`config.mk`:
```
export PLATFORM = sky130hd
export DESIGN_NAME = disp_src_sched_flat
export DESIGN_NICKNAME = d
export VERILOG_FILES = /design/src/rtl/disp_src_sched_if.sv /design/src/rtl/disp_src_sched.sv /design/src/flat_wrapper.sv
export SDC_FILE = /design/constraint.sdc
export NUM_CORES = 1
export LEC_CHECK = 0
export CAP_MARGIN = 20
export CORE_MARGIN = 1
export CORE_UTILIZATION = 25
export CTS_CLUSTER_SIZE = 10
export DETAILED_ROUTE_END_ITERATION = 8
export PLACE_DENSITY_LB_ADDON = 0.12
export SLEW_MARGIN = 5
export SYNTH_ARGS = -nofsm -noshare
export SYNTH_HDL_FRONTEND = slang
export SYNTH_SLANG_ARGS = --single-unit
```
`constraint.sdc`:
```
create_clock -name clk -period 4.4 [get_ports clk]
set_clock_uncertainty 0.2 [all_clocks]
set_input_delay 0.44 -clock clk [delete_from_list [all_inputs] [get_ports clk]]
set_output_delay 0.44 -clock clk [all_outputs]
set_load 0.05 [all_outputs]
```
`src/rtl/disp_src_sched_if.sv`:
```
// rtl/disp_src_sched_if.sv - source request/data and display bus shared by debug taps, scheduler and display driver
interface disp_src_sched_if #(parameter int NSRC = 4);
  localparam int ID_W = (NSRC > 1) ? $clog2(NSRC) : 1;

  logic [NSRC-1:0]      req;
  logic [32*NSRC-1:0]   data;
  logic [NSRC-1:0]      grant;
  logic [ID_W-1:0]      src_id;
  logic [31:0]          register;
  logic                 disp_valid;

  modport master (output req, data, input grant, src_id, register, disp_valid);
  modport slave  (input req, data, output grant, src_id, register, disp_valid);
endinterface

```
`src/rtl/disp_src_sched.sv`:
```
// rtl/disp_src_sched.sv - round-robin scheduler sharing the 7-seg display between debug sources
// Optional freeze input enabled by DISP_SCHED_FREEZE_EN.
module disp_src_sched #(
  parameter int NSRC  = 4,
  parameter int DWELL = 100000000,
  parameter int CNT_W = 27
) (
  input  logic clk,
  input  logic reset,
  input  logic manual,
  input  logic step,
`ifdef DISP_SCHED_FREEZE_EN
  input  logic freeze,
`endif
  disp_src_sched_if.slave bus
);
  localparam int ID_W = (NSRC > 1) ? $clog2(NSRC) : 1;

  typedef enum logic {IDLE, SHOW} state_t;

  state_t            state, state_nxt;
  logic [ID_W-1:0]   src_id, src_nxt, win_id;
  logic [CNT_W-1:0]  count, count_nxt;
  logic [31:0]       register;
  logic              step_q, manual_q;
  logic              win_found, step_rise, owner_drop, expired, advance, hold, load_reg;

`ifdef DISP_SCHED_FREEZE_EN
  assign hold = freeze;
`else
  assign hold = 1'b0;
`endif

  // Search starts just after the current owner so it only wins as the sole requester.
  always_comb begin
    win_found = 1'b0;
    win_id    = src_id;
    for (int k = 1; k <= NSRC; k++) begin
      if (!win_found && bus.req[(int'(src_id) + k) % NSRC]) begin
        win_found = 1'b1;
        win_id    = ID_W'((int'(src_id) + k) % NSRC);
      end
    end
  end

  always_comb begin
    step_rise  = step & ~step_q;
    owner_drop = ~bus.req[src_id];
    expired    = ~manual & (count == CNT_W'(DWELL - 1));
    advance    = (state == SHOW) & ~hold & (step_rise | expired | owner_drop);
    state_nxt  = state;
    src_nxt    = src_id;
    count_nxt  = count;
    load_reg   = 1'b0;
    case (state)
      IDLE: begin
        if (!hold && win_found) begin
          state_nxt = SHOW;
          src_nxt   = win_id;
          count_nxt = '0;
        end
      end
      SHOW: begin
        load_reg = ~hold;
        if (advance) begin
          count_nxt = '0;
          if (win_found) src_nxt = win_id;
          else           state_nxt = IDLE;
        end else if (manual != manual_q) begin
          count_nxt = '0;
        end else if (hold) begin
          count_nxt = count;
        end else if (manual) begin
          count_nxt = '0;
        end else begin
          count_nxt = count + 1'b1;
        end
      end
      default: state_nxt = IDLE;
    endcase
  end

  always_ff @(posedge clk or posedge reset) begin
    if (reset) state <= IDLE;
    else       state <= state_nxt;
  end

  always_ff @(posedge clk or posedge reset) begin
    if (reset) begin
      src_id   <= '0;
      count    <= '0;
      register <= 32'h0;
      step_q   <= 1'b0;
      manual_q <= 1'b0;
    end else begin
      src_id   <= src_nxt;
      count    <= count_nxt;
      step_q   <= step;
      manual_q <= manual;
      if (load_reg) register <= bus.data[int'(src_id)*32 +: 32];
    end
  end

  assign bus.grant      = (state == SHOW) ? (NSRC'(1) << src_id) : '0;
  assign bus.src_id     = src_id;
  assign bus.register   = register;
  assign bus.disp_valid = (state == SHOW);
endmodule
```
`src/flat_wrapper.sv`:
```
// flat-port wrapper written by rule: the top's interface ports become plain ports
module disp_src_sched_flat 
#(
  parameter int NSRC  = 4,
  parameter int DWELL = 100000000,
  parameter int CNT_W = 27
)
  (clk, reset, manual, step, bus_req, bus_data, bus_grant, bus_src_id, bus_register, bus_disp_valid);
  disp_src_sched_if #(.NSRC(NSRC)) bus_i ();
  input  logic clk;
  input  logic reset;
  input  logic manual;
  input  logic step;
  input wire logic [$bits(bus_i.req)-1:0] bus_req;
  input wire logic [$bits(bus_i.data)-1:0] bus_data;
  output wire logic [$bits(bus_i.grant)-1:0] bus_grant;
  output wire logic [$bits(bus_i.src_id)-1:0] bus_src_id;
  output wire logic [$bits(bus_i.register)-1:0] bus_register;
  output wire logic [$bits(bus_i.disp_valid)-1:0] bus_disp_valid;
  assign bus_i.req = bus_req;
  assign bus_i.data = bus_data;
  assign bus_grant = bus_i.grant;
  assign bus_src_id = bus_i.src_id;
  assign bus_register = bus_i.register;
  assign bus_disp_valid = bus_i.disp_valid;
  disp_src_sched #(.NSRC(NSRC), .DWELL(DWELL), .CNT_W(CNT_W)) u_core (.clk(clk), .reset(reset), .manual(manual), .step(step), .bus(bus_i));
endmodule
```
==> run summary, run 1 <==
* **result of the run** finished, final reports clean
* **post-synthesis cell type with the largest combined area** sky130_fd_sc_hd__dfrtp_1
* **CORE AREA** 0.0152 mm²
* **number of hold-slack violations in the final timing report** 0
* **fraction of layout instances using a drive strength above 1** 19.0%
* **top-count cell post-synth** sky130_fd_sc_hd__dfrtp_1
* **Detail Route Antenna Nets** 0
* **sequential area share after synthesis** 41.0%
* **Routability Congestion** 0.762
* **Max FO, Critical Path** 22
* **clock sink count** 64
* **mean cell area of the mapped netlist** 11.8 µm²
* **setup-violating endpoint count in the final report** 0
* **Initial Utilization** 25.7%
* **ranking of synthesized cells by instance count** sky130_fd_sc_hd__dfrtp_1 (64), sky130_fd_sc_hd__mux2_2 (34), sky130_fd_sc_hd__mux4_2 (33)
* **Final Critical Period** 3.15 ns
* **RSZ-0062 raised after global routing** no
* **CTS H-Tree Depth** 3
* **Max stage delay cell, worst path** sky130_fd_sc_hd__clkdlybuf4s50_1
* **vertical die dimension** 127 µm
* **total of buffers placed on input and output ports** 174
* **most frequently used flop master after synthesis** sky130_fd_sc_hd__dfrtp_1
* **Layout Nets** 640
* **total instance count after detailed placement** 676
* **worst IR drop on VDD** 0.370 mV
* **count of max-cap constraint violations** 0
* **Die X-Extent** 127 µm
* **max-slew headroom at the worst pin** 38.8%
* **Worst Path Buf+Inv** 2
* **Resize count post-CTS** 0
* **post-route fraction of the period consumed by the critical path** 71.5%
* **vias in the first global route** 3537
* **number of diodes added for antenna fixing** 0
* **Core Rows** 45
* **total setup buffers inserted after CTS** 0
* **f_max** 318 MHz
* **path type of the worst setup path** reg -> out
* **count of different cell masters after synthesis** 45
* **Stages on worst setup path** 2
* **total power divided by cell area** 594 mW/mm²
* **Largest stage delay, worst path** 0.87 ns
* **final instance count without filler cells** 692
* **yosys synthesis warning count** 0
* **CP startpoint kind** flip-flop
* **mapped cell area** 0.00391 mm²
* **DRT Wirelength** 12600 µm
* **clock latency on the worst-skew pair** 0.34 ns
* **clock root cell** sky130_fd_sc_hd__clkbuf_16
* **transition time at the pin with the least slew margin** 0.918 ns
* **vias after detailed routing** 3462
* **placement-stage cell area** 0.00582 mm²
* **Yosys reg bits** 64
* **overall power** 3.64 mW
* **global-route usage over all layers** 16.5%
* **first-pass GRT wire length** 20000 µm
* **fraction of registers with async set or reset after synthesis** 100%
* **count of unresolved DRC violations after routing** 0
* **signed area change from the synthesized netlist to the final layout** 56.9%
* **Final Max Slew Viols** 0
* **utilization of the core after routing** 40.3%
* **worst setup margin** 1.25 ns
* **Fin Hold WS** 0.261 ns
* **number of fillers in the final layout** 1432
* **total half-perimeter wirelength after legalization and detailed placement** 9560 µm
* **Synth Instances** 330
* **area enclosed by the die boundary** 0.0161 mm²
* **clock edge transition at the registers on the reported setup and hold paths** 0.06 ns
* **worst min-delay path class** in -> async
* **depth of the worst register-to-register path** 6
* **remaining global-route overflow** 0
* **per-cell via count in the routed design** 5.00
* **TritonCTS clock tree** built
* **Crit path required time** 3.76 ns
* **family with the most delay on the worst path** buffers and inverters
* **largest cells by area after synthesis** sky130_fd_sc_hd__dfrtp_1 (41%), sky130_fd_sc_hd__mux4_2 (19%), sky130_fd_sc_hd__mux2_2 (9.8%)
* **antenna violations before repair** 0
* **First DRT Iteration DRCs** 130
* **post-route setup TNS** 0 ns
* **count of TritonRoute iterations in the first routing pass** 4
* **fraction of post-synthesis cell area in the top cell type by area** 41.0%
* **number of buffers on the longest clock path** 2
* **arrival time of data at the critical path endpoint** 2.51 ns
* **fin area** 0.00613 mm²
* **number of enable-type register cells in the synthesized netlist** 0
* **largest net degree at the start of global routing** 42
* **I/O pins** 175
* **Worst Setup Slack post-DPL** 1.35 ns
* **leakage dissipation** 2.37 nW
* **category of the worst setup path capture point** primary output
* **wire length per cell after detailed routing** 18.1 µm
* **post-cts hold buffer count** 0
* **net count after synthesis** 471
* **ordered list of cells on the worst path** buf_4 > clkdlybuf4s50_1
* **number of clock buffers inserted by TritonCTS** 9
-- layout by cell type (no fill, tap or decap), types with 3 or more instances in the layout --
cell type	synthesis	final
sky130_fd_sc_hd__clkbuf_16	0	9
sky130_fd_sc_hd__inv_1	9	8
sky130_fd_sc_hd__and2_1	5	5
sky130_fd_sc_hd__buf_4	2	4
sky130_fd_sc_hd__clkbuf_8	0	3
sky130_fd_sc_hd__nor4_1	5	5
sky130_fd_sc_hd__nor2_1	9	9
sky130_fd_sc_hd__a21o_1	6	6
sky130_fd_sc_hd__nand3_1	17	17
sky130_fd_sc_hd__o21ai_0	14	14
sky130_fd_sc_hd__mux4_2	33	33
sky130_fd_sc_hd__a31oi_1	13	13
sky130_fd_sc_hd__nand2_1	24	24
sky130_fd_sc_hd__ha_1	5	5
sky130_fd_sc_hd__clkdlybuf4s50_1	0	174
sky130_fd_sc_hd__nand2b_1	4	4
sky130_fd_sc_hd__nand4_1	11	11
sky130_fd_sc_hd__and3_1	5	5
sky130_fd_sc_hd__a21oi_1	12	12
sky130_fd_sc_hd__dfrtp_1	64	62
sky130_fd_sc_hd__or3_1	9	9
sky130_fd_sc_hd__o211ai_1	3	3
sky130_fd_sc_hd__mux2_2	34	34
sky130_fd_sc_hd__mux2i_1	3	3
-- state kept, by name, indices dropped and copies added, names as in the netlist --
| name | cells |
|---|---|
| u_core.count | 27 |
| u_core.step_q | 1 |
| u_core.bus.disp_valid | 1 |
| u_core.manual_q | 1 |
| u_core.bus.src_id | 2 |
| u_core.bus.register | 32 |
-- per-layer routing --
| metal | vias to the layer above | global-route usage, % | routed length (µm) |
|---|---|---|---|
| li1 | 1626 | - | - |
| met1 | 1710 | 19.3 | 5210 |
| met2 | 109 | 29.0 | 6330 |
| met3 | 17 | 3.94 | 712 |
| met4 | 0 | 7.00 | 297 |
| met5 | - | 0 | 0 |
-- path summary, 6_finish.rpt --
check                                             start                       to  slack, ns
worst max-delay path               u_core.bus.src_id[0]            bus_src_id[0]       1.25
worst max register to register     u_core.bus.src_id[0]         u_core.count[20]       1.49
min in group clk                u_core.bus.register[10]  u_core.bus.register[10]       0.30
max in group asynchronous                         reset    u_core.bus.disp_valid       2.76
worst min register to register  u_core.bus.register[10]  u_core.bus.register[10]       0.30
worst min-delay path                              reset  u_core.bus.register[18]       0.26
-- power by group --
group	switching [mW]	total, mW	leakage (nW)	internal [mW]
clock network	0.264	0.747	0.156	0.483
logic	1.11	2.00	1.41	0.889
registers	0.134	0.888	0.804	0.755
total	1.51	3.64	2.37	2.13
-- cell type report --
type                       count  area (µm²)  area share [%]
inverter                       9        33.8           0.551
tap                          188         235            3.84
clock buffer                  13         270            4.41
timing repair buffer         178        1770            28.9
multi-input combinational    237        2170            35.5
clock inverter                 3        40.0           0.653
sequential                    64        1600            26.2
-- kinds of logic after synthesis --
group,Yosys count,share of synthesized area (%)
multiplexers,70,29.6
flip-flops,64,41.0
adder cells (fa/ha/maj),6,1.86
AO/OA/AOI/OAI,55,8.78
AND/OR/NAND/NOR,103,14.7
buffers and inverters,29,3.39
XOR/XNOR,3,0.673
-- worst register-to-register path: cells and delay by family, from the launching register on --
kind / cells / cell delay [ns]
and+or+nand+nor: 1 / 0.14
muxes: 1 / 0.40
DFF: 1 / 0.82
buffers and inverters: 1 / 0.32
AOI/OAI and AO/OA: 3 / 0.97
No activity file was read; power rests on OpenSTA's default activity.
==> run 2, diff against run 1 <==
Clock period 4.4 ns to 2.7 ns, I/O delays scaled along.
==> run summary, run 2 (synthesized netlist as in run 1, its figures left out) <==
* **per-cell via count in the routed design** 4.95, was 5.00
* **clock root cell** sky130_fd_sc_hd__clkbuf_16, unchanged
* **category of the worst setup path capture point** primary output, unchanged
* **Resize count post-CTS** 0, unchanged
* **Routability Congestion** 0.767, was 0.762
* **most common library cell in the layout ignoring fill and taps** sky130_fd_sc_hd__clkdlybuf4s50_1, unchanged
* **fraction of layout instances using a drive strength above 1** 21.5%, was 19.0%
* **fin area** 0.00623 mm², was 0.00613 mm²
* **final instance count without filler cells** 700, was 692
* **Largest stage delay, worst path** 0.90 ns, was 0.87 ns
* **total of buffers placed on input and output ports** 174, unchanged
* **count of TritonRoute iterations in the first routing pass** 5, was 4
* **total instance count after detailed placement** 685, was 676
* **setup-violating endpoint count in the final report** 0, unchanged
* **Crit path required time** 2.23 ns, was 3.76 ns
* **CORE AREA** 0.0152 mm², unchanged
* **TritonCTS clock tree** built, unchanged
* **total half-perimeter wirelength after legalization and detailed placement** 9550 µm, was 9560 µm
* **RSZ-0062 raised after global routing** no, unchanged
* **antenna violations before repair** 0, unchanged
* **Worst Path Buf+Inv** 2, unchanged
* **post-route fraction of the period consumed by the critical path** 94.6%
* **remaining global-route overflow** 0, unchanged
* **number of clock buffers inserted by TritonCTS** 9, unchanged
* **wire length per cell after detailed routing** 17.9 µm, was 18.1 µm
* **vertical die dimension** 127 µm, unchanged
* **path type of the worst setup path** reg -> out, unchanged
* **transition time at the pin with the least slew margin** 0.626 ns, was 0.918 ns
* **largest net degree at the start of global routing** 46, was 42
* **count of unresolved DRC violations after routing** 0, unchanged
* **total power divided by cell area** 952 mW/mm², was 594 mW/mm²
* **clock sink count** 64, unchanged
* **leakage dissipation** 2.44 nW, was 2.37 nW
* **Final Critical Period** 2.56 ns
* **startpoint of the most critical register-to-register path** u_core.count[19], was u_core.bus.src_id[0]
* **biggest registers after layout** u_core.bus.register x32, u_core.count x27, u_core.bus.src_id x2, unchanged
* **f_max** 391 MHz
* **Layout Nets** 649, was 640
* **critical path startpoint** u_core.bus.src_id[1], was u_core.bus.src_id[0]
* **max-slew headroom at the worst pin** 57.9%, was 38.8%
* **Max FO, Critical Path** 38, was 22
* **worst setup margin** 0.145 ns, was 1.25 ns
* **ordered list of cells on the worst path** buf_4 > clkdlybuf4s50_1, unchanged
* **Initial Utilization** 25.7%, unchanged
* **worst min-delay path class** in -> async, unchanged
* **Max stage delay cell, worst path** sky130_fd_sc_hd__clkdlybuf4s50_1, unchanged
* **flip-flop count of the largest register, all copies and words added** 32, unchanged
* **vias after detailed routing** 3468, was 3462
* **top register by number of flip-flops** u_core.bus.register, unchanged
* **number of buffers on the longest clock path** 2, unchanged
* **Die X-Extent** 127 µm, unchanged
* **DRT Wirelength** 12600 µm, unchanged
* **global-route usage over all layers** 16.1%, was 16.5%
* **First DRT Iteration DRCs** 188, was 130
* **post-route setup TNS** 0 ns, unchanged
* **I/O pins** 175, unchanged
* **CP startpoint kind** flip-flop, unchanged
* **overall power** 5.93 mW, was 3.64 mW
* **family with the most delay on the worst path** buffers and inverters, unchanged
* **total setup buffers inserted after CTS** 0, unchanged
* **CTS H-Tree Depth** 3, unchanged
* **vias in the first global route** 3500, was 3537
* **signed area change from the synthesized netlist to the final layout** 59.5%, was 56.9%
* **clock edge transition at the registers on the reported setup and hold paths** 0.05 ns, was 0.06 ns
* **Core Rows** 45, unchanged
* **arrival time of data at the critical path endpoint** 2.09 ns, was 2.51 ns
* **Worst Setup Slack post-DPL** 0.175 ns, was 1.35 ns
* **worst IR drop on VDD** 0.480 mV, was 0.370 mV
* **number of hold-slack violations in the final timing report** 0, unchanged
* **Fin Hold WS** 0.0834 ns, was 0.261 ns
* **commonest non-fill, non-tap cells in the layout** sky130_fd_sc_hd__clkdlybuf4s50_1 (170), sky130_fd_sc_hd__dfrtp_1 (61), sky130_fd_sc_hd__mux2_2 (34), was sky130_fd_sc_hd__clkdlybuf4s50_1 (174), sky130_fd_sc_hd__dfrtp_1 (62), sky130_fd_sc_hd__mux2_2 (34)
* **Final Max Slew Viols** 0, unchanged
* **number of diodes added for antenna fixing** 0, unchanged
* **post-cts hold buffer count** 0, unchanged
* **result of the run** finished, final reports clean, unchanged
* **area enclosed by the die boundary** 0.0161 mm², unchanged
* **clock latency on the worst-skew pair** 0.33 ns, was 0.34 ns
* **first-pass GRT wire length** 19700 µm, was 20000 µm
* **count of max-cap constraint violations** 0, unchanged
* **Detail Route Antenna Nets** 0, unchanged
* **placement-stage cell area** 0.00593 mm², was 0.00582 mm²
* **utilization of the core after routing** 41.0%, was 40.3%
## run 2: layer usage
metal / part of all wire, % / vias to the layer above / wire, µm / GRT usage [%]
met4: 3.1 / 0 / 393 / 6.93
li1: - / 1636 / - / -
met1: 41 / 1695 / 5210 / 19.1
met3: 5.1 / 21 / 642 / 3.69
met5: 0 / - / 0 / 0
met2: 50 / 116 / 6310 / 27.9
## run 2: cell type report
cell class              instances  area (µm²)
flip-flops and latches         64        1610
repair buffers                187        1880
fillers                      1444        8970
inverters                       9        33.8
clock buffers                  12         267
clock inverters                 3        40.0
well taps                     188         235
multi-input cells             237        2170
## run 2: power by group
part / internal (mW) / total (mW) / switching [mW]
clock: 0.781 / 1.18 / 0.401
combinational: 1.48 / 3.38 / 1.90
sequential: 1.23 / 1.37 / 0.139
## run 2: final timing paths
| path | to | slack, ns | depth (start not counted) |
|---|---|---|---|
| worst max-delay path | bus_src_id[1] | 0.14 | 2 |
| worst min-delay path | u_core.bus.register[29] | 0.08 | 2 |
| worst max register to register | u_core.count[9] | 0.40 | 6 |
| worst min register to register | u_core.bus.register[21] | 0.30 | 1 |
| max in group asynchronous | u_core.bus.disp_valid | 1.59 | 3 |
| min in group clk | u_core.step_q | 0.22 | 1 |
